<file path="config.mk">
export PLATFORM = sky130hd
export DESIGN_NAME = el2_dccm_mbist_ctrl
export DESIGN_NICKNAME = d
export VERILOG_FILES = /design/src/rtl/el2_pkg.sv /design/src/rtl/el2_dccm_mbist_cmp.sv /design/src/rtl/el2_dccm_mbist_ctrl.sv
export SDC_FILE = /design/constraint.sdc
export NUM_CORES = 1
export LEC_CHECK = 0
export CORE_AREA = 2 2 292 294
export CTS_CLUSTER_DIAMETER = 200
export DETAILED_ROUTE_END_ITERATION = 10
export DIE_AREA = 0 0 294 296
export PLACE_DENSITY = 0.44
export SETUP_SLACK_MARGIN = 0.05
export SLEW_MARGIN = 0
export SYNTH_ARGS = -nofsm -noshare
export SYNTH_HDL_FRONTEND = slang
export SYNTH_SLANG_ARGS = --single-unit
</file>
<file path="constraint.sdc">
create_clock -name clk -period 5.6 [get_ports clk]
set_input_delay 0.84 -clock clk [delete_from_list [all_inputs] [get_ports clk]]
set_output_delay 0.84 -clock clk [all_outputs]
set_load 0.1 [all_outputs]
</file>
<file path="src/rtl/el2_pkg.sv">
// Shared types for the DCCM memory-BIST controller.
package el2_pkg;

  typedef enum logic [2:0] {
    IDLE,
    WR_P,
    RD_P,
    WR_N,
    RD_N,
    FLUSH,
    DONE
  } el2_mbist_state_t;

  localparam logic [1:0] MBIST_PAT_SEED = 2'b01;

endpackage

</file>
<file path="src/rtl/el2_dccm_mbist_cmp.sv">
// Pattern generator for the issuing op and per-bank compare for the op issued last cycle.
module el2_dccm_mbist_cmp
  import el2_pkg::*;
#(
  parameter int NUM_BANKS = 4,
  parameter int FDATA_W   = 39,
  parameter int IW        = 12
) (
  input  logic [IW-1:0]                  issue_idx,
  input  logic                           issue_phase,
  input  logic [IW-1:0]                  pend_idx,
  input  logic                           pend_phase,
  input  logic [NUM_BANKS*FDATA_W-1:0]   mem_rdata,
  output logic [FDATA_W-1:0]             issue_pat,
  output logic [NUM_BANKS-1:0]           mismatch
);

  // Inverted phase re-applies the index XOR, so it cancels out.
  function automatic logic [FDATA_W-1:0] gen_pat(input logic [IW-1:0] idx, input logic phase);
    logic [FDATA_W-1:0] p;
    for (int i = 0; i < FDATA_W; i++) begin
      p[i] = i[0] ? MBIST_PAT_SEED[1] : MBIST_PAT_SEED[0];
    end
    p = p ^ FDATA_W'(idx);
    if (phase) begin
      p = ~p ^ FDATA_W'(idx);
    end
    return p;
  endfunction

  logic [FDATA_W-1:0] exp_pat;

  always_comb begin
    issue_pat = gen_pat(issue_idx, issue_phase);
    exp_pat   = gen_pat(pend_idx, pend_phase);
    mismatch  = '0;
    for (int b = 0; b < NUM_BANKS; b++) begin
      mismatch[b] = |(mem_rdata[b*FDATA_W +: FDATA_W] ^ exp_pat);
    end
  end

endmodule

</file>
<file path="src/rtl/el2_dccm_mbist_ctrl.sv">
// DCCM memory-BIST sequencer: steals core-idle cycles to run a write/read-compare March over all banks.
// state | meaning: IDLE wait | WR_P/RD_P write/check P | WR_N/RD_N write/check N | FLUSH drain | DONE result held
module el2_dccm_mbist_ctrl
  import el2_pkg::*;
#(
  parameter int   NUM_BANKS   = 4,
  parameter int   INDEX_DEPTH = 4096,
  parameter int   FDATA_W     = 39,
  localparam int  IW          = $clog2(INDEX_DEPTH)
) (
  input  logic                          clk,
  input  logic                          rst_l,
  input  logic                          start,
  input  logic [NUM_BANKS-1:0]          core_clken,
  input  logic [NUM_BANKS-1:0]          core_wren,
  input  logic [NUM_BANKS*IW-1:0]       core_addr,
  input  logic [NUM_BANKS*FDATA_W-1:0]  core_wdata,
  output logic [NUM_BANKS*FDATA_W-1:0]  core_rdata,
  output logic [NUM_BANKS-1:0]          mem_clken,
  output logic [NUM_BANKS-1:0]          mem_wren,
  output logic [NUM_BANKS*IW-1:0]       mem_addr,
  output logic [NUM_BANKS*FDATA_W-1:0]  mem_wdata,
  input  logic [NUM_BANKS*FDATA_W-1:0]  mem_rdata,
  output logic                          busy,
  output logic                          done,
  output logic                          fail,
  output logic [NUM_BANKS-1:0]          fail_bank,
  output logic [IW-1:0]                 fail_index,
  output logic                          fail_phase
);

  el2_mbist_state_t     state_q, state_d;
  logic [IW-1:0]        index_q, index_d;
  logic                 pend_q, pend_d;
  logic [IW-1:0]        pend_idx_q, pend_idx_d;
  logic                 pend_phase_q, pend_phase_d;
  logic                 busy_q, busy_d;
  logic                 done_q, done_d;
  logic                 fail_q, fail_d;
  logic [NUM_BANKS-1:0] fail_bank_q, fail_bank_d;
  logic [IW-1:0]        fail_index_q, fail_index_d;
  logic                 fail_phase_q, fail_phase_d;

  logic                 issue, is_rd, phase_n, last, hit, can_start;
  logic [FDATA_W-1:0]   issue_pat;
  logic [NUM_BANKS-1:0] mismatch;

  el2_dccm_mbist_cmp #(
    .NUM_BANKS (NUM_BANKS),
    .FDATA_W   (FDATA_W),
    .IW        (IW)
  ) u_cmp (
    .issue_idx   (index_q),
    .issue_phase (phase_n),
    .pend_idx    (pend_idx_q),
    .pend_phase  (pend_phase_q),
    .mem_rdata   (mem_rdata),
    .issue_pat   (issue_pat),
    .mismatch    (mismatch)
  );

  always_comb begin
    is_rd     = (state_q == RD_P) || (state_q == RD_N);
    phase_n   = (state_q == WR_N) || (state_q == RD_N);
    issue     = (core_clken == '0) && (state_q inside {WR_P, RD_P, WR_N, RD_N});
    last      = (index_q == IW'(INDEX_DEPTH - 1));
    hit       = pend_q && (mismatch != '0);
    can_start = start && ((state_q == IDLE) || (state_q == DONE));

    state_d      = state_q;
    index_d      = index_q;
    pend_d       = issue && is_rd;
    pend_idx_d   = index_q;
    pend_phase_d = phase_n;
    busy_d       = busy_q;
    done_d       = done_q;
    fail_d       = fail_q;
    fail_bank_d  = fail_bank_q;
    fail_index_d = fail_index_q;
    fail_phase_d = fail_phase_q;

    if (can_start) begin
      state_d      = WR_P;
      index_d      = '0;
      pend_d       = 1'b0;
      busy_d       = 1'b1;
      done_d       = 1'b0;
      fail_d       = 1'b0;
      fail_bank_d  = '0;
      fail_index_d = '0;
      fail_phase_d = 1'b0;
    end else if (hit) begin
      // Any op issued alongside the failing compare is dropped by clearing pend.
      state_d      = DONE;
      pend_d       = 1'b0;
      busy_d       = 1'b0;
      done_d       = 1'b1;
      fail_d       = 1'b1;
      fail_bank_d  = mismatch;
      fail_index_d = pend_idx_q;
      fail_phase_d = pend_phase_q;
    end else begin
      if (issue) begin
        index_d = last ? '0 : index_q + IW'(1);
        if (last) begin
          unique case (state_q)
            WR_P:    state_d = RD_P;
            RD_P:    state_d = WR_N;
            WR_N:    state_d = RD_N;
            RD_N:    state_d = FLUSH;
            default: state_d = state_q;
          endcase
        end
      end
      if (state_q == FLUSH) begin
        state_d = DONE;
        busy_d  = 1'b0;
        done_d  = 1'b1;
      end
    end
  end

  always_ff @(posedge clk or negedge rst_l) begin
    if (!rst_l) begin
      state_q      <= IDLE;
      index_q      <= '0;
      pend_q       <= 1'b0;
      pend_idx_q   <= '0;
      pend_phase_q <= 1'b0;
      busy_q       <= 1'b0;
      done_q       <= 1'b0;
      fail_q       <= 1'b0;
      fail_bank_q  <= '0;
      fail_index_q <= '0;
      fail_phase_q <= 1'b0;
    end else begin
      state_q      <= state_d;
      index_q      <= index_d;
      pend_q       <= pend_d;
      pend_idx_q   <= pend_idx_d;
      pend_phase_q <= pend_phase_d;
      busy_q       <= busy_d;
      done_q       <= done_d;
      fail_q       <= fail_d;
      fail_bank_q  <= fail_bank_d;
      fail_index_q <= fail_index_d;
      fail_phase_q <= fail_phase_d;
    end
  end

  always_comb begin
    mem_clken = core_clken;
    mem_wren  = core_wren;
    mem_addr  = core_addr;
    mem_wdata = core_wdata;
    if (issue) begin
      mem_clken = '1;
      mem_wren  = is_rd ? '0 : '1;
      mem_addr  = {NUM_BANKS{index_q}};
      mem_wdata = {NUM_BANKS{issue_pat}};
    end
  end

  assign core_rdata = mem_rdata;
  assign busy       = busy_q;
  assign done       = done_q;
  assign fail       = fail_q;
  assign fail_bank  = fail_bank_q;
  assign fail_index = fail_index_q;
  assign fail_phase = fail_phase_q;

endmodule
</file>
==> metrics.sh, run 1 <==
FINAL_CORE_UTIL=0.193
WL_PER_CELL_UM=27.7
POWER.DENSITY_CELL_AREA_mW_PER_MM2=293
WORSTSETUPSTARTPOINTTYPE='input port'
ANTENNA_FOUND_INITIAL=57
POST_ROUTE_ANT_NETS=0
SETUP-VIOLATIONS-FINAL=0
ROUTABILITYCONGESTION=0.818
NUM_VIAS=10300
DP_HPWL_UM=68400
SEQUENTIAL_SHARE_OF_THE_SYNTHESIZED_AREA=0.169
CTS_BUFFERS=5
CLOCK_TREE.HTREE_LEVEL_COUNT=2
CLOCKBUFFERDEPTH=2
WORST_PATH_ARRIVAL_TIME_NS=4.20
TIMING.SETUP.CRITICAL_PATH_CLASS='input port to output port'
POST_SYNTH_INSTANCE_AREA_MM2=0.00725
TIMING_WORST_SLEW_PIN_VALUE_NS=1.19
POWER.IR.VDD_WORST_uV=114
FIRST_GLOBAL_VIAS=10400
HP-CLASS='flip-flop to flip-flop'
PERIOD_NEEDED_NS=5.04
FIRSTDRTPASSITERS=5
YS_DOMINANT_REG_CELL='sky130_fd_sc_hd__dfrtp_1'
LAYOUT-DRIVE-GT1-SHARE=0.156
POST_SYNTH_NUM_CELL_TYPES=60
INITIAL_UTILIZATION=0.0860
WORST-PATH-MAX-FANOUT=27
DIE-HEIGHT_UM=296
SYNTH.NET_COUNT=1449
STATUS='finished clean'
DPL.CELL_COUNT=2714
WORSTPATHREQUIRED_NS=4.76
CLOCK_SINK_COUNT=49
DIEAREA_MM2=0.0870
FIRST_ITER_VIOLATIONS=414
PORT_BUFFERS=758
GRTUSAGETOTAL=0.166
CORE_AREA_MM2=0.0842
FIN_CELLS=2732
ROUTE.DETAILED.DRC=0
FINAL-MAX-SLEW-VIOLATION-COUNT=0
ROUTE.DETAILED.VIAS_PER_INST=3.78
CLK_ROOT_BUFFER_CELL='sky130_fd_sc_hd__clkbuf_16'
TRITONCTS='built'
YOSYS_REGISTER_BITS=49
CTS_HOLD_BUF=0
SKEW_NS=0.0137
FP-ROW-COUNT=107
FIN_TNS_SETUP_NS=0
POST-CTS-SETUP-BUFFERS=0
SYNTHESIS.INSTANCES=1077
MAX-CAP-VIOLATIONS=0
POWER.LEAKAGE_uW=0.00734
SYNTH.YOSYS.WARNINGS=0
MIN_PERIOD_OVER_PERIOD=0.900
FMAXACHIEVABLE_GHz=0.198
SYNTH_EDF_COUNT=0
FLOORPLAN.DIE.WIDTH_UM=294
WORST_SETUP_PATH_END_KIND='output port'
WIRELENGTH_UM=75600
AREAGROWTHSYNTHTOFINISH_PCT=125
IOS=759
GRT_OVERFLOW=0
RSZ_0062_RAISED_AFTER_GLOBAL_ROUTING='no'
DESIGN_POWER_TOTAL_uW=4780
SYN_AREA_PER_CELL_UM2=6.73
MAX-SLEW-MARGIN-REL=0.205
FINALHOLDVIOLATIONS=0
LARGEST_NET_DEGREE_AT_THE_START_OF_GLOBAL_ROUTING=112
NETS=2003
CLK_TRANSITION_REPORTED_PATHS_NS=0.07
GRT_FIRST_PASS_WIRELENGTH_UM=96900
CLOCK_LATENCY_OF_THE_LATER_CLOCKED_REGISTER_IN_THE_WORST_SKEW_PAIR_NS=0.31
POSTSYNTH.ASYNCRESETSHARE=1.00
CTS_RESIZED=0
## per-stage QoR
stage / cell area [um2] / hold slack, ns / worst slack [ns]
6_report: 16300 / 0.480 / 0.561
5_1_grt: 16300 / 0.503 / 0.255
4_1_cts: 16300 / 0.483 / 0.232
3_5_place_dp: 16100 / 0.464 / 0.236
3_3_place_gp: 16100 / 0.469 / 0.328
2_1_floorplan: 7250 / 0.404 / 1.69
## path summary, 6_finish.rpt
kind                            slack [ns]  cells after the start                 endpoint                    from
worst min register to register        0.48                      0  pend_idx_q[1]$_DFF_PN0_  index_q[1]$_DFFE_PN0P_
worst max-delay path                  0.56                      8           mem_wdata[117]           core_clken[0]
worst max register to register        1.39                      9   index_q[6]$_DFFE_PN0P_  pend_phase_q$_DFF_PN0_
worst min-delay path                  0.48                      0  pend_idx_q[1]$_DFF_PN0_  index_q[1]$_DFFE_PN0P_
min in group asynchronous             0.67                      2   fail_phase$_DFFE_PN0P_                   rst_l
max in group asynchronous             4.40                      2   pend_phase_q$_DFF_PN0_                   rst_l
## power by group
group | total [uW] | internal (uW) | switching [uW]
logic | 3850 | 1120 | 2720
registers | 512 | 396 | 117
clock network | 422 | 256 | 166
## per-layer routing
metal  share of wire  GRT usage  vias up
met5          0.0031          0        -
met1            0.33      0.154     4928
met3           0.069     0.0477      124
met2            0.58      0.351      563
li1                -          -     4663
met4           0.018     0.0296       36
## worst max-delay path, stage by stage
cell	delay [ns]
sky130_fd_sc_hd__clkdlybuf4s50_1	0.49
sky130_fd_sc_hd__nor4_2	0.49
sky130_fd_sc_hd__buf_4	0.23
sky130_fd_sc_hd__and2_1	0.50
sky130_fd_sc_hd__nand2b_4	0.33
sky130_fd_sc_hd__nor2_1	0.91
sky130_fd_sc_hd__a21o_1	0.20
sky130_fd_sc_hd__buf_12	0.18
## flip-flops by register name, indices dropped and copies added, names as in the netlist
signal,count
busy,1
done,1
state_q,3
index_q,12
pend_phase_q,1
pend_idx_q,12
fail_index,12
fail,1
fail_bank,4
fail_phase,1
pend_q,1
## area by class of cell
cell class / count / area (um2)
Sequential cell: 49 / 1230
Fill cell: 9321 / 67900
Inverter: 5 / 18.8
Timing Repair Buffer: 771 / 8910
Clock inverter: 3 / 65.1
Antenna cell: 10 / 25.0
Multi-Input combinational cell: 799 / 4550
Clock buffer: 5 / 125
Tap cell: 1090 / 1360
## cells in the mapped netlist (15+ instances only)
library cell                 n  share of area
sky130_fd_sc_hd__nand3_1    18          0.012
sky130_fd_sc_hd__xnor2_1    17          0.021
sky130_fd_sc_hd__buf_4     159           0.16
sky130_fd_sc_hd__nand4b_1   19          0.023
sky130_fd_sc_hd__a21o_1     52          0.054
sky130_fd_sc_hd__nor2_1     36          0.019
sky130_fd_sc_hd__buf_2      16          0.011
sky130_fd_sc_hd__dfrtp_1    49           0.17
sky130_fd_sc_hd__nor4bb_1   43          0.059
sky130_fd_sc_hd__nand2_1   362           0.19
sky130_fd_sc_hd__clkbuf_1   46          0.024
sky130_fd_sc_hd__o21ai_0    26          0.018
sky130_fd_sc_hd__a21oi_1    18          0.012
sky130_fd_sc_hd__nor2b_1    15          0.013
sky130_fd_sc_hd__nor3b_1    15          0.016
## placed cells by master (no fill, tap or decap), types with 8 or more instances in the layout
master	count
sky130_fd_sc_hd__a21oi_1	18
sky130_fd_sc_hd__nor2b_1	15
sky130_fd_sc_hd__nor2_1	36
sky130_fd_sc_hd__buf_4	88
sky130_fd_sc_hd__nor3b_1	15
sky130_fd_sc_hd__a21o_1	52
sky130_fd_sc_hd__nand2_1	360
sky130_fd_sc_hd__xnor2_1	17
sky130_fd_sc_hd__a31oi_1	10
sky130_fd_sc_hd__o31ai_1	8
sky130_fd_sc_hd__mux2i_1	14
sky130_fd_sc_hd__buf_12	142
sky130_fd_sc_hd__o21ai_0	26
sky130_fd_sc_hd__nor3_1	14
sky130_fd_sc_hd__nand2b_1	12
sky130_fd_sc_hd__diode_2	10
sky130_fd_sc_hd__and3b_1	13
sky130_fd_sc_hd__clkdlybuf4s50_1	540
sky130_fd_sc_hd__dfrtp_1	48
sky130_fd_sc_hd__nand4b_1	19
sky130_fd_sc_hd__nor4bb_1	43
sky130_fd_sc_hd__nand3_1	18
## cell families after synthesis
family / after synthesis / synth area share
XOR/XNOR: 22 / 0.0266
buffers and inverters: 229 / 0.206
multiplexers: 16 / 0.0224
AND/OR/NAND/NOR: 595 / 0.410
flip-flops: 49 / 0.169
AO/OA/AOI/OAI: 165 / 0.164
adder cells (fa/ha/maj): 1 / 0.00173
Note: power is estimated with default switching activity, not from simulation.
==> run 2, diff against run 1 <==
--- a/config.mk
+++ b/config.mk
@@ -7,11 +7,13 @@
 export LEC_CHECK = 0
 export CORE_AREA = 2 2 292 294
 export CTS_CLUSTER_DIAMETER = 200
+export CTS_CLUSTER_SIZE = 12
 export DETAILED_ROUTE_END_ITERATION = 10
 export DIE_AREA = 0 0 294 296
-export PLACE_DENSITY = 0.44
+export PLACE_DENSITY = 0.43
 export SETUP_SLACK_MARGIN = 0.05
 export SLEW_MARGIN = 0
 export SYNTH_ARGS = -nofsm -noshare
 export SYNTH_HDL_FRONTEND = slang
 export SYNTH_SLANG_ARGS = --single-unit
+export TNS_END_PERCENT = 1
==> metrics.sh, run 2 (synthesis results as in run 1) <==
ROUTABILITYCONGESTION=0.843  # was 0.818
FIRST_GLOBAL_VIAS=10400  # about the same
GRT_FIRST_PASS_WIRELENGTH_UM=96300  # was 96900 um
DP_HPWL_UM=68200  # was 68400 um
CLK_TRANSITION_REPORTED_PATHS_NS=0.07  # about the same
HP-START='busy$_DFFE_PN0P_'  # was index_q[1]$_DFFE_PN0P_
WORST_SETUP_PATH_END_KIND='output port'  # unchanged
FIN_TNS_SETUP_NS=0  # unchanged
POST_ROUTE_ANT_NETS=0  # unchanged
CLK_ROOT_BUFFER_CELL='sky130_fd_sc_hd__clkbuf_16'  # unchanged
INITIAL_UTILIZATION=0.0860  # unchanged
SETUP-VIOLATIONS-FINAL=0  # unchanged
PRECTSSETUPSLACK_NS=0.805  # was 0.236 ns
ANTENNA_FOUND_INITIAL=55  # was 57
GRT_OVERFLOW=0  # unchanged
CORE_AREA_MM2=0.0842  # unchanged
HP-CLASS='flip-flop to flip-flop'  # unchanged
LAYOUT-DRIVE-GT1-SHARE=0.152  # was 0.156
POWER.IR.VDD_WORST_uV=112  # was 114 uV
POST-CTS-SETUP-BUFFERS=0  # unchanged
WORST_PATH_ARRIVAL_TIME_NS=3.54  # was 4.20 ns
R2R_CELLS=9  # unchanged
FINAL-MAX-SLEW-VIOLATION-COUNT=0  # unchanged
POWER.DENSITY_CELL_AREA_mW_PER_MM2=289  # was 293 mW/mm2
FIRSTDRTPASSITERS=5  # unchanged
PORT_BUFFERS=758  # unchanged
ROUTE.DETAILED.DRC=0  # unchanged
LARGEST_NET_DEGREE_AT_THE_START_OF_GLOBAL_ROUTING=106  # was 112
NUM_VIAS=10300  # about the same
TIMING.SETUP.CRITICAL_PATH_CLASS='input port to output port'  # unchanged
POSTLAYOUTSETUPSLACKWORST_NS=1.22  # was 0.561 ns
FP-ROW-COUNT=107  # unchanged
RSZ_0062_RAISED_AFTER_GLOBAL_ROUTING='no'  # unchanged
CTS_HOLD_BUF=0  # unchanged
POWER.LEAKAGE_uW=0.00735  # was 0.00734 uW
IOS=759  # unchanged
TRITONCTS='built'  # unchanged
FIRST_ITER_VIOLATIONS=501  # was 414
FINALHOLDVIOLATIONS=0  # unchanged
DIEAREA_MM2=0.0870  # unchanged
CLOCK_TREE.HTREE_LEVEL_COUNT=2  # unchanged
WORSTHOLDPATHCELLS=1  # was 0
GRTUSAGETOTAL=0.164  # was 0.166
FLOORPLAN.DIE.WIDTH_UM=294  # unchanged
MAX-CAP-VIOLATIONS=0  # unchanged
FMAXACHIEVABLE_GHz=0.228  # was 0.198 GHz
NUM-FILL-CELLS=9312  # was 9321
WORSTSETUPSTARTPOINTTYPE='input port'  # unchanged
WL_PER_CELL_UM=27.5  # was 27.7 um
NETS=2001  # was 2003
WORSTPATHREQUIRED_NS=4.76  # about the same
CLOCK_SINK_COUNT=49  # unchanged
CLOCKBUFFERDEPTH=2  # unchanged
MOSTFREQUENTLAYOUTCELL='sky130_fd_sc_hd__clkdlybuf4s50_1'  # unchanged
CLOCK_LATENCY_OF_THE_LATER_CLOCKED_REGISTER_IN_THE_WORST_SKEW_PAIR_NS=0.31  # about the same
WORST-PATH-MAX-FANOUT=27  # unchanged
CRITPATHLAUNCH='core_clken[3]'  # was core_clken[0]
MAX-SLEW-MARGIN-REL=0.204  # was 0.205
CTS_RESIZED=0  # unchanged
WIRELENGTH_UM=75200  # was 75600 um
TIMING.RR.START='pend_phase_q$_DFF_PN0_'  # unchanged
PERIOD_NEEDED_NS=4.38  # was 5.04 ns
FINAL_CORE_UTIL=0.195  # was 0.193
MOST-COMMON-LAYOUT-CELLS='sky130_fd_sc_hd__clkdlybuf4s50_1, sky130_fd_sc_hd__nand2_1, sky130_fd_sc_hd__buf_12'  # unchanged
STATUS='finished clean'  # unchanged
SKEW_NS=0.0106  # was 0.0137 ns
ROUTE.DETAILED.VIAS_PER_INST=3.76  # was 3.78
TIMING_WORST_SLEW_PIN_VALUE_NS=1.19  # about the same
MIN_PERIOD_OVER_PERIOD=0.783  # was 0.900
CTS_BUFFERS=5  # unchanged
DIE-HEIGHT_UM=296  # unchanged
AREAGROWTHSYNTHTOFINISH_PCT=126  # was 125%
## run 2: cell types whose count changed in the layout (fill, tap and decap cells not counted), sizes merged
| cell | before | now |
|---|---|---|
| buf | 231 | 225 |
| bufinv | 2 | 0 |
| clkdlybuf4s50 | 540 | 544 |
| diode | 10 | 17 |
| inv | 5 | 7 |
## run 2: area by class of cell
type	instances	area, um2	area share
sequential	49	1230	0.0751
inverter	5	18.8	0.00115
clock buffer	5	125	0.00764
timing repair buffer	769	9020	0.551
antenna	17	42.5	0.00260
tap	1090	1360	0.0833
multi-input combinational	799	4550	0.278
clock inverter	3	28.8	0.00176
## run 2: path summary, 6_finish.rpt
check	end	slack, ns
worst max-delay path	mem_wdata[117]	1.22
worst min-delay path	busy$_DFFE_PN0P_	0.48
worst max register to register	fail_index[4]$_DFFE_PN0P_	1.24
worst min register to register	busy$_DFFE_PN0P_	0.48
max in group asynchronous	pend_phase_q$_DFF_PN0_	4.43
min in group asynchronous	fail_phase$_DFFE_PN0P_	0.64
## run 2: per-stage QoR
stage	area [um2]	hold slack [ns]	total power, uW	instances
2_1_floorplan	7250	0.404	2990	1077
3_3_place_gp	16200	0.470	4440	2712
3_5_place_dp	16200	0.474	4450	2712
4_1_cts	16300	0.490	4810	2720
5_1_grt	16400	0.497	4900	2735
6_report	16400	0.484	4730	2737
## run 2: metal layers
layer	global-route usage	part of all wire	vias up	wire, um
met5	0	0.0026	-	193
met4	0.0587	0.033	28	2470
li1	-	-	4670	-
met3	0.0444	0.069	116	5150
met2	0.339	0.57	556	43200
met1	0.150	0.32	4913	24200
## run 2: worst max-delay path, stage by stage
cell                              delay, ns
sky130_fd_sc_hd__clkdlybuf4s50_1       0.49
sky130_fd_sc_hd__nor4_2                0.37
sky130_fd_sc_hd__buf_4                 0.22
sky130_fd_sc_hd__and2_1                0.28
sky130_fd_sc_hd__nand2b_4              0.28
sky130_fd_sc_hd__nor2_1                0.60
sky130_fd_sc_hd__a21o_1                0.24
sky130_fd_sc_hd__buf_12                0.20
## run 2: power breakdown
part           total, uW  internal, uW  switching, uW
clock                337           172            165
sequential           525           396            129
combinational       3870          1140           2730
total               4730          1710           3020
==> run 3, diff against run 2 <==
--- a/config.mk
+++ b/config.mk
@@ -5,11 +5,11 @@
 export SDC_FILE = /design/constraint.sdc
 export NUM_CORES = 1
 export LEC_CHECK = 0
-export CORE_AREA = 2 2 292 294
+export CORE_AREA = 2 2 293 295
 export CTS_CLUSTER_DIAMETER = 200
 export CTS_CLUSTER_SIZE = 12
 export DETAILED_ROUTE_END_ITERATION = 10
-export DIE_AREA = 0 0 294 296
+export DIE_AREA = 0 0 295 297
 export PLACE_DENSITY = 0.43
 export SETUP_SLACK_MARGIN = 0.05
 export SLEW_MARGIN = 0
==> constraint.sdc (replaced) <==
create_clock -name clk -period 4.3 [get_ports clk]
set_input_delay 0.645 -clock clk [delete_from_list [all_inputs] [get_ports clk]]
set_output_delay 0.645 -clock clk [all_outputs]
set_load 0.1 [all_outputs]
==> metrics.sh, run 3 (synthesis results as in run 1) <==
WORST_PATH_ARRIVAL_TIME_NS=4.13  # was 3.54 ns
CRITICAL-PATH-MAX-STAGE-DELAY_NS=0.63  # was 0.60 ns
GRTUSAGETOTAL=0.167  # was 0.164
WORSTPATHREQUIRED_NS=4.50  # was 4.76 ns
DIE-HEIGHT_UM=297  # was 296 um
POWER.IR.VDD_WORST_uV=195  # was 112 uV
CORE_AREA_MM2=0.0845  # was 0.0842 mm2
CP_COMMON_CELL='sky130_fd_sc_hd__nand4b_1'
ROUTE.DETAILED.DRC=0  # unchanged
FLOORPLAN.DIE.WIDTH_UM=295  # was 294 um
ROUTABILITYCONGESTION=0.857  # was 0.843
RSZ_0062_RAISED_AFTER_GLOBAL_ROUTING='no'  # unchanged
TIMING.CRITICAL_PATH.CELLS='buf_4 -> nor3b_1 -> nand4b_1 -> a22oi_2 -> nand4b_1 -> nor2_2 -> a41oi_4 -> or4_1 -> a21oi_1'  # was clkdlybuf4s50_1 -> nor4_2 -> buf_4 -> and2_1 -> nand2b_4 -> nor2_1 -> a21o_1 -> buf_12
WIRELENGTH_UM=76300  # was 75200 um
NETS=2013  # was 2001
R2R_END='index_q[10]$_DFFE_PN0P_'  # was fail_index[4]$_DFFE_PN0P_
TIMING_WORST_SLEW_PIN_VALUE_NS=1.27  # was 1.19 ns
WL_PER_CELL_UM=27.4  # was 27.5 um
FIN_TNS_SETUP_NS=0  # unchanged
HP-CLASS='input port to async pin'  # was flip-flop to flip-flop
CRITICAL_PATH.TOP_DELAY_FAMILY='simple AND/OR/NAND/NOR gates'  # unchanged
STATUS='finished clean'  # unchanged
TRITONCTS='built'  # unchanged
MIN_PERIOD_OVER_PERIOD=0.913
FINALHOLDVIOLATIONS=0  # unchanged
FINAL_CELL_AREA_MM2=0.0167  # was 0.0164 mm2
MOST-COMMON-LAYOUT-CELLS='sky130_fd_sc_hd__clkdlybuf4s50_1, sky130_fd_sc_hd__nand2_1, sky130_fd_sc_hd__buf_12'  # unchanged
TIMING.SETUP.CRITICAL_PATH_CLASS='flip-flop to flip-flop'  # was input port to output port
AREAGROWTHSYNTHTOFINISH_PCT=130  # was 126%
MAX-SLEW-MARGIN-REL=0.152  # was 0.204
CLOCK_TREE.HTREE_LEVEL_COUNT=2  # unchanged
ROUTE.DETAILED.VIAS_PER_INST=3.67  # was 3.76
R2R_CELLS=9  # unchanged
PLACEDINSTANCEAREA_MM2=0.0165  # was 0.0162 mm2
DIEAREA_MM2=0.0876  # was 0.0870 mm2
CTS_HOLD_BUF=0  # unchanged
IOS=759  # unchanged
FIRST_ITER_VIOLATIONS=442  # was 501
WORST-PATH-MAX-FANOUT=32  # was 27
MULTI_INPUT_COMB_AREA_MM2=0.00456  # was 0.00455 mm2
POST_ROUTE_ANT_NETS=0  # unchanged
CLK_ROOT_BUFFER_CELL='sky130_fd_sc_hd__clkbuf_16'  # unchanged
SKEW_NS=0.00859  # was 0.0106 ns
PERIOD_NEEDED_NS=3.92
POST-CTS-SETUP-BUFFERS=0  # unchanged
NUM_VIAS=10200  # was 10300
FIRSTDRTPASSITERS=5  # unchanged
LARGEST_NET_DEGREE_AT_THE_START_OF_GLOBAL_ROUTING=103  # was 106
INITIAL_UTILIZATION=0.0858  # was 0.0860
CRITICAL-PATH-SLOWEST-CELL='sky130_fd_sc_hd__dfrtp_4'  # was sky130_fd_sc_hd__nor2_1
POWER.DENSITY_CELL_AREA_mW_PER_MM2=376  # was 289 mW/mm2
GRT_FIRST_PASS_WIRELENGTH_UM=98900  # was 96300 um
ANTENNA_FOUND_INITIAL=27  # was 55
MOSTFREQUENTLAYOUTCELL='sky130_fd_sc_hd__clkdlybuf4s50_1'  # unchanged
MAX-CAP-VIOLATIONS=0  # unchanged
CLOCKBUFFERDEPTH=2  # unchanged
SETUP-VIOLATIONS-FINAL=0  # unchanged
FIRST_GLOBAL_VIAS=10500  # was 10400
SETUP.REG_TO_REG.WORST_SLACK_NS=0.38  # was 1.24 ns
LAYOUT-DRIVE-GT1-SHARE=0.217  # was 0.152
FMAXACHIEVABLE_GHz=0.255
CLK_TRANSITION_REPORTED_PATHS_NS=0.07  # about the same
CLOCK_SINK_COUNT=49  # unchanged
POWER.LEAKAGE_uW=0.00765  # was 0.00735 uW
SEQ_AREA_MM2=0.00123  # unchanged
CTS_BUFFERS=5  # unchanged
TIMING.RR.START='pend_phase_q$_DFF_PN0_'  # unchanged
FINAL-MAX-SLEW-VIOLATION-COUNT=0  # unchanged
CLOCK_LATENCY_OF_THE_LATER_CLOCKED_REGISTER_IN_THE_WORST_SKEW_PAIR_NS=0.29  # was 0.31 ns
FP-ROW-COUNT=107  # unchanged
PORT_BUFFERS=758  # unchanged
DP_HPWL_UM=69200  # was 68200 um
CRITICAL_PATH.N_BUFFERS_INVERTERS=1  # was 3
NUM-FILL-CELLS=9361  # was 9312
WORST_SETUP_PATH_END_KIND='flip-flop'  # was output port
GRT_OVERFLOW=0  # unchanged
WORSTSETUPSTARTPOINTTYPE='flip-flop'  # was input port
run 3: how the worst max path moves through the flow:
| stage | endpoint | depth (start not counted) | from | slack [ns] |
|---|---|---|---|---|
| 2_1_floorplan | mem_wdata[100] | 8 | core_clken[0] | 0.78 |
| 3_3_place_gp | index_q[10]$_DFFE_PN0P_ | 9 | mem_rdata[59] | -0.36 |
| 3_5_place_dp | index_q[8]$_DFFE_PN0P_ | 9 | mem_rdata[59] | -0.37 |
| 4_1_cts | index_q[8]$_DFFE_PN0P_ | 9 | pend_phase_q$_DFF_PN0_ | 0.16 |
| 5_1_grt | index_q[8]$_DFFE_PN0P_ | 9 | pend_phase_q$_DFF_PN0_ | 0.10 |
| 6_report | index_q[10]$_DFFE_PN0P_ | 9 | pend_phase_q$_DFF_PN0_ | 0.38 |
run 3: where the power goes:
| group | switching (uW) | total [uW] | internal (uW) |
|---|---|---|---|
| registers | 122 | 640 | 518 |
| logic | 3650 | 5220 | 1570 |
| clock network | 189 | 424 | 235 |
| total | 3970 | 6290 | 2320 |
run 3: timing repair:
action,in CTS,in global routing
gates resized for setup,1,0
setup endpoints to repair,24,0
endpoints found under the hold margin,0,0
run 3: worst register-to-register path, cell delays in order, from the launching register on:
cell	delay [ns]
sky130_fd_sc_hd__dfrtp_4	0.63
sky130_fd_sc_hd__buf_4	0.31
sky130_fd_sc_hd__nor3b_1	0.26
sky130_fd_sc_hd__nand4b_1	0.43
sky130_fd_sc_hd__a22oi_2	0.59
sky130_fd_sc_hd__nand4b_1	0.26
sky130_fd_sc_hd__nor2_2	0.21
sky130_fd_sc_hd__a41oi_4	0.37
sky130_fd_sc_hd__or4_1	0.59
sky130_fd_sc_hd__a21oi_1	0.17
run 3: through the flow:
stage                     instances  setup slack [ns]   util  power [uW]  hold slack, ns
after floorplan                1077             0.781      -        3900           0.349
after global placement         2778            -0.362  0.196        5920           0.485
after detailed placement       2778            -0.375  0.196        5940           0.475
after CTS                      2786             0.158  0.198        6380           0.491
after global routing           2787             0.102  0.198        6500           0.519
final                          2788             0.375  0.198        6290           0.455
run 3: per-layer routing:
metal | share of wire | global-route usage
met1 | 0.32 | 0.151
met2 | 0.59 | 0.359
met3 | 0.069 | 0.0437
met4 | 0.017 | 0.0250
met5 | 0.0023 | 0
run 3: cell type report:
type,instances,share of cell area
timing repair buffer,781,0.557
multi-input combinational,799,0.273
tap,1144,0.0857
sequential,49,0.0737
clock buffer,6,0.00832
inverter,5,0.00112
clock inverter,2,0.00105
antenna,2,0.000300
